### src/rtl/sync_fifo_prog_pkg.sv
// Shared constants and helpers for the single-clock programmable FIFO.
package fifo_pkg;

  localparam int unsigned MIN_DEPTH = 4;

  // Bit positions inside the registered status vector
  localparam int unsigned FLAG_EMPTY      = 0;
  localparam int unsigned FLAG_FULL       = 1;
  localparam int unsigned FLAG_PROG_EMPTY = 2;
  localparam int unsigned FLAG_PROG_FULL  = 3;
  localparam int unsigned NUM_FLAGS       = 4;

  // Modular pointer difference; callers truncate to their AW+1 pointer width
  function automatic logic [31:0] ptr_cnt(input logic [31:0] wptr,
                                          input logic [31:0] rptr);
    return wptr - rptr;
  endfunction

endpackage

### src/rtl/sync_fifo_prog_ramdp.sv
// Simple dual-port RAM, one write port and one registered read port on clk.
module ramdp #(
  parameter int unsigned AW = 5,
  parameter int unsigned DW = 16
) (
  input  logic          clk,
  input  logic          rst,
  input  logic          we,
  input  logic [AW-1:0] waddr,
  input  logic [DW-1:0] wdata,
  input  logic          re,
  input  logic [AW-1:0] raddr,
  output logic [DW-1:0] rdata
);

  logic [DW-1:0] r_mem [2**AW];
  logic [DW-1:0] r_rdata;

  always_ff @(posedge clk) begin
    if (we) r_mem[waddr] <= wdata;
  end

  // Only the output register is reset; array contents survive rst
  always_ff @(posedge clk) begin
    if (rst)     r_rdata <= '0;
    else if (re) r_rdata <= r_mem[raddr];
  end

  assign rdata = r_rdata;

endmodule

### src/rtl/sync_fifo_prog.sv
// Single-clock FIFO with programmable thresholds, fill count and optional
// sticky overflow/underflow flags (enabled by defining SYNC_FIFO_ERR_EN).
module sync_fifo_prog
  import fifo_pkg::*;
#(
  parameter int unsigned DW    = 16,
  parameter int unsigned DEPTH = 32
) (
  input  logic                       clk,
  input  logic                       rst,
  input  logic                       wren,
  input  logic [DW-1:0]              wdata,
  output logic                       wfull,
  input  logic [$clog2(DEPTH):0]     prog_full_thr,
  output logic                       prog_full,
  input  logic                       rden,
  output logic [DW-1:0]              rdata,
  output logic                       rempty,
  input  logic [$clog2(DEPTH):0]     prog_empty_thr,
  output logic                       prog_empty,
  output logic [$clog2(DEPTH):0]     data_cnt,
  input  logic                       err_clr,
  output logic                       overflow,
  output logic                       underflow
);

  localparam int unsigned AW = $clog2(DEPTH);

  if (DEPTH < MIN_DEPTH || (DEPTH & (DEPTH - 1)) != 0) begin : g_bad_depth
    $error("sync_fifo_prog: DEPTH must be a power of two >= MIN_DEPTH");
  end

  logic [AW:0]            r_wptr;
  logic [AW:0]            r_rptr;
  logic [AW:0]            r_cnt;
  logic [NUM_FLAGS-1:0]   r_flags;

  logic                   w_wr_acc;
  logic                   w_rd_acc;
  logic [AW:0]            w_wptr_nxt;
  logic [AW:0]            w_rptr_nxt;
  logic [AW:0]            w_cnt_nxt;

  // Registered flags gate acceptance, so full refuses a write even with a
  // concurrent read, and empty refuses a read even with a concurrent write.
  assign w_wr_acc   = wren & ~r_flags[FLAG_FULL];
  assign w_rd_acc   = rden & ~r_flags[FLAG_EMPTY];
  assign w_wptr_nxt = r_wptr + (AW+1)'(w_wr_acc);
  assign w_rptr_nxt = r_rptr + (AW+1)'(w_rd_acc);
  assign w_cnt_nxt  = (AW+1)'(ptr_cnt(32'(w_wptr_nxt), 32'(w_rptr_nxt)));

  always_ff @(posedge clk) begin
    if (rst) begin
      r_wptr                   <= '0;
      r_rptr                   <= '0;
      r_cnt                    <= '0;
      r_flags                  <= '0;
      r_flags[FLAG_EMPTY]      <= 1'b1;
      r_flags[FLAG_PROG_EMPTY] <= 1'b1;
    end else begin
      r_wptr                   <= w_wptr_nxt;
      r_rptr                   <= w_rptr_nxt;
      r_cnt                    <= w_cnt_nxt;
      r_flags[FLAG_EMPTY]      <= (w_cnt_nxt == '0);
      r_flags[FLAG_FULL]       <= (w_cnt_nxt == (AW+1)'(DEPTH));
      r_flags[FLAG_PROG_EMPTY] <= (w_cnt_nxt <= prog_empty_thr);
      r_flags[FLAG_PROG_FULL]  <= (w_cnt_nxt >= prog_full_thr);
    end
  end

  assign data_cnt   = r_cnt;
  assign rempty     = r_flags[FLAG_EMPTY];
  assign wfull      = r_flags[FLAG_FULL];
  assign prog_empty = r_flags[FLAG_PROG_EMPTY];
  assign prog_full  = r_flags[FLAG_PROG_FULL];

`ifdef SYNC_FIFO_ERR_EN
  logic r_ovf;
  logic r_unf;

  // A new error in the same cycle as err_clr keeps the flag set
  always_ff @(posedge clk) begin
    if (rst) begin
      r_ovf <= 1'b0;
      r_unf <= 1'b0;
    end else begin
      r_ovf <= (wren & r_flags[FLAG_FULL])  | (r_ovf & ~err_clr);
      r_unf <= (rden & r_flags[FLAG_EMPTY]) | (r_unf & ~err_clr);
    end
  end

  assign overflow  = r_ovf;
  assign underflow = r_unf;
`else
  logic w_unused_err_clr;
  assign w_unused_err_clr = err_clr;
  assign overflow         = 1'b0;
  assign underflow        = 1'b0;
`endif

  ramdp #(
    .AW (AW),
    .DW (DW)
  ) u_ram (
    .clk   (clk),
    .rst   (rst),
    .we    (w_wr_acc),
    .waddr (r_wptr[AW-1:0]),
    .wdata (wdata),
    .re    (w_rd_acc),
    .raddr (r_rptr[AW-1:0]),
    .rdata (rdata)
  );

endmodule

### config.mk
export PLATFORM = sky130hd
export DESIGN_NAME = sync_fifo_prog
export DESIGN_NICKNAME = d
export VERILOG_FILES = /design/src/rtl/sync_fifo_prog_pkg.sv /design/src/rtl/sync_fifo_prog_ramdp.sv /design/src/rtl/sync_fifo_prog.sv
export SDC_FILE = /design/constraint.sdc
export NUM_CORES = 1
export LEC_CHECK = 0
export CAP_MARGIN = 40
export CORE_ASPECT_RATIO = 0.5
export CORE_UTILIZATION = 55
export CTS_CLUSTER_DIAMETER = 200
export CTS_CLUSTER_SIZE = 25
export DETAILED_ROUTE_END_ITERATION = 16
export PLACE_DENSITY = 0.75
export SYNTH_ARGS = -nofsm -noshare
export SYNTH_HDL_FRONTEND = slang
export SYNTH_SLANG_ARGS = --single-unit
### constraint.sdc
create_clock -name clk -period 3.71 [get_ports clk]
set_clock_uncertainty 0.05 [all_clocks]
set_input_delay 0.742 -clock clk [delete_from_list [all_inputs] [get_ports clk]]
set_output_delay 0.742 -clock clk [all_outputs]
set_load 0.01 [all_outputs]
==> impl_metrics.csv <==
group,metric,value,unit
yosys,synth_top_family_by_area,"multiplexers",
detailed_routing,routed_wirelength,45700,µm
layout,multiInputGateArea,4940,µm²
floorplan,dieArea,39600,µm²
yosys,postSynthCellCount,966,
cts,numCtsBuffers,25,
layout,stdcell_count,1621,
detailed_routing,drc,0,
global_routing,grt_start_max_net_pins,129,
yosys,synth_simple_gate_area_share,2.04,%
cts,htreeDepth,1,
yosys,synth_most_common_cell,"edfxtp_1",
layout,syn_to_final_growth,12.1,%
cts,clkTransAtPathRegs,100,ps
global_routing,grt_pass1_wl,67100,µm
worst_setup_path,r2r.worst_path.cells,14,
floorplan,pin_count,61,
detailed_routing,drtPass1Iterations,5,
layout,n_antenna_cell,0,
place,gp_congestion,0.869,
yosys,synth_warnings,0,
power_and_ir_drop,leakagePower,7.34,nW
hold_path,hold_class,"reg -> reg",
detailed_routing,routedWlPerCell,28.2,µm
sta,rsz0062_at_grt,"no",
detailed_routing,viasPerCell,6.31,
global_routing,antenna_found_initial,1,
sta,slew_headroom,38.5,%
cts,clock-root-buffer,"clkbuf_16",
yosys,ys_types,35,
yosys,yosysTopAreaCell,"edfxtp_1",
worst_setup_path,end_kind,"register",
layout,drive_above_1_share,28.2,%
detailed_routing,initialDrtViolationCount,1142,
place,place_hpwl,26500,µm
layout,register_area,16100,µm²
sta,slew_violations,0,
place,dp_cells,1572,
cts,cts_hold_buf,0,
place,postPlaceCellArea,23100,µm²
layout,fill_cells,2457,
yosys,synthMuxAreaShare,17.7,%
power_and_ir_drop,max-vdd-ir-drop,0.000336,V
yosys,synthXorXnorAreaFrac,0.523,%
yosys,synth_compound_gate_area_share,1.16,%
run,drv_cap,0,
floorplan,rows,50,
layout,fin_area,23900,µm²
sta,fmax,0.293,GHz
sta,tns,0,ps
sta,finalCritPeriodShare,92.1,%
run_status,status,"complete, no violations",
yosys,ys_top_cells_by_count,"512 x edfxtp_1, 160 x mux4_2, 59 x nor2_1",
floorplan,coreArea,37800,µm²
yosys,synth_edf_count,512,
detailed_routing,vias,10200,
sta,hold_viol,0,
worst_setup_path,worstPathRequired,4060,ps
sta,fin_ws,294,ps
worst_setup_path,path_class,"in -> reg",
floorplan,die_w,280,µm
global_routing,overflow,0,
yosys,netlist_area,21300,µm²
worst_setup_path,crit_path_start_kind,"input port",
layout,nets,1137,
yosys,yosys-top-cells-area,"edfxtp_1 72%, mux4_2 17%, dfxtp_1 3.6%, ha_1 1.2%, nor2_1 1.0%",
floorplan,start_util,56.4,%
yosys,ys.flop_type,"edfxtp_1",
sta,setup_viol,0,
sta,tightest_slew,923,ps
yosys,yosys.area.top_type_share,72.2,%
yosys,ys_ff_latch,550,
place,port-buffer-count,57,
place,dp_slack,-349,ps
sta,period_minus_slack,3420,ps
cts,cts_num_sinks,550,
floorplan,die_h,141,µm
hold_path,holdPathStages,2,
worst_setup_path,worstPathArrival,3770,ps
cts,cts_buffer_depth,3,
detailed_routing,antenna_left,0,
yosys,seq_area_frac_synth,75.8,%
global_routing,grtUsageTotal,23.8,%
yosys,synth-adder-area-share,1.37,%
worst_setup_path,cp_max_fo,3,
power_and_ir_drop,powerDensity,497,nW/µm²
yosys,avgSynthCellArea,22.0,µm²
cts,cts_tree,"yes",
cts,clk_latency,580,ps
global_routing,grt_pass1_vias,10300,
yosys,async_reset_ff_share,0,%
[cell families (layout without fill, tap and decap cells)]
logic type               count (synthesis)  after routing
multiplexers                           176            176
other                                    1              2
flip-flops                             550            550
AO/OA/AOI/OAI                           41             41
buffers and inverters                   69            203
XOR/XNOR                                11             11
AND/OR/NAND/NOR                         95             95
adder cells (fa/ha/maj)                 23             23
[state kept, by name (all words and copies together) (netlist names)]
name	flops
r_wptr	6
data_cnt	6
u_ram.rdata	16
r_flags	4
r_rptr	6
u_ram.r_mem	512
[cell type report]
cell class | instances | area share (%)
multi-input cells | 348 | 20.7
clock buffers | 45 | 2.93
inverters | 17 | 0.267
well taps | 520 | 2.73
repair buffers | 140 | 5.70
clock inverters | 1 | 0.0367
flip-flops and latches | 550 | 67.6
[where the power goes]
| part | total, mW | internal (mW) | switching (mW) |
|---|---|---|---|
| registers | 6.95 | 6.90 | 0.0538 |
| clock network | 3.08 | 1.30 | 1.78 |
| logic | 1.85 | 0.952 | 0.893 |
[critical path, cell delays in order]
cell	delay, ps
clkdlybuf4s50_1	390
nor2b_2	170
ha_1	190
ha_1	210
xnor2_1	240
ha_1	280
buf_4	150
o21a_1	170
o31ai_1	80
a21oi_1	130
xor3_1	420
inv_1	70
ha_1	290
o21a_1	130
o221ai_1	110
[layer usage]
metal	up-vias	track usage [%]	part of all wire, %
met5	-	0	0
met4	0	4.54	1.7
met3	64	3.98	9.0
met2	530	37.6	48
met1	5429	35.8	41
li1	4206	-	-
[path summary, 6_finish.rpt]
| kind | from | endpoint | slack (ps) |
|---|---|---|---|
| max reg2reg | r_flags[0] | r_flags[2] | 600 |
| min | u_ram.rdata[10] | u_ram.rdata[10] | 450 |
| min reg2reg | u_ram.rdata[10] | u_ram.rdata[10] | 450 |
| max | rden | r_flags[2] | 290 |
[per-stage QoR]
step	hold WS (ps)	util (%)	power (mW)
after floorplan	441	-	8.23
after CTS	461	63.0	11.9
after global routing	483	63.2	12.3
after global placement	456	60.6	8.85
final	455	63.2	11.9
after detailed placement	446	61.2	8.92
[cell usage in the layout (no fill, tap or decap), drive strengths merged]
| cell type | instances |
|---|---|
| edfxtp | 512 |
| mux4 | 160 |
| buf | 83 |
| nor2 | 59 |
| clkdlybuf4s50 | 57 |
| clkbuf | 45 |
| dfxtp | 38 |
| ha | 21 |
| inv | 18 |
| mux2i | 16 |
| a21oi | 13 |
| o21ai | 12 |
| nand3 | 7 |
| a211oi | 7 |
| xnor2 | 6 |
| nand2 | 6 |
| nor2b | 6 |
| o21a | 5 |
| nand3b | 5 |
| xor2 | 4 |
| and2 | 4 |
| o31ai | 2 |
| nand2b | 2 |
| or3b | 2 |
| nand4 | 2 |
| conb | 2 |
| a21boi | 1 |
| or3 | 1 |
| xor3 | 1 |
| o221ai | 1 |
| nor4 | 1 |
| maj3 | 1 |
| fa | 1 |
[what timing repair did]
item / in CTS / in global routing
endpoints found under the setup margin: 0 / 2
setup buffers: 0 / 0
gates resized for setup: 0 / 2
No activity file was read; power rests on OpenSTA's default activity.
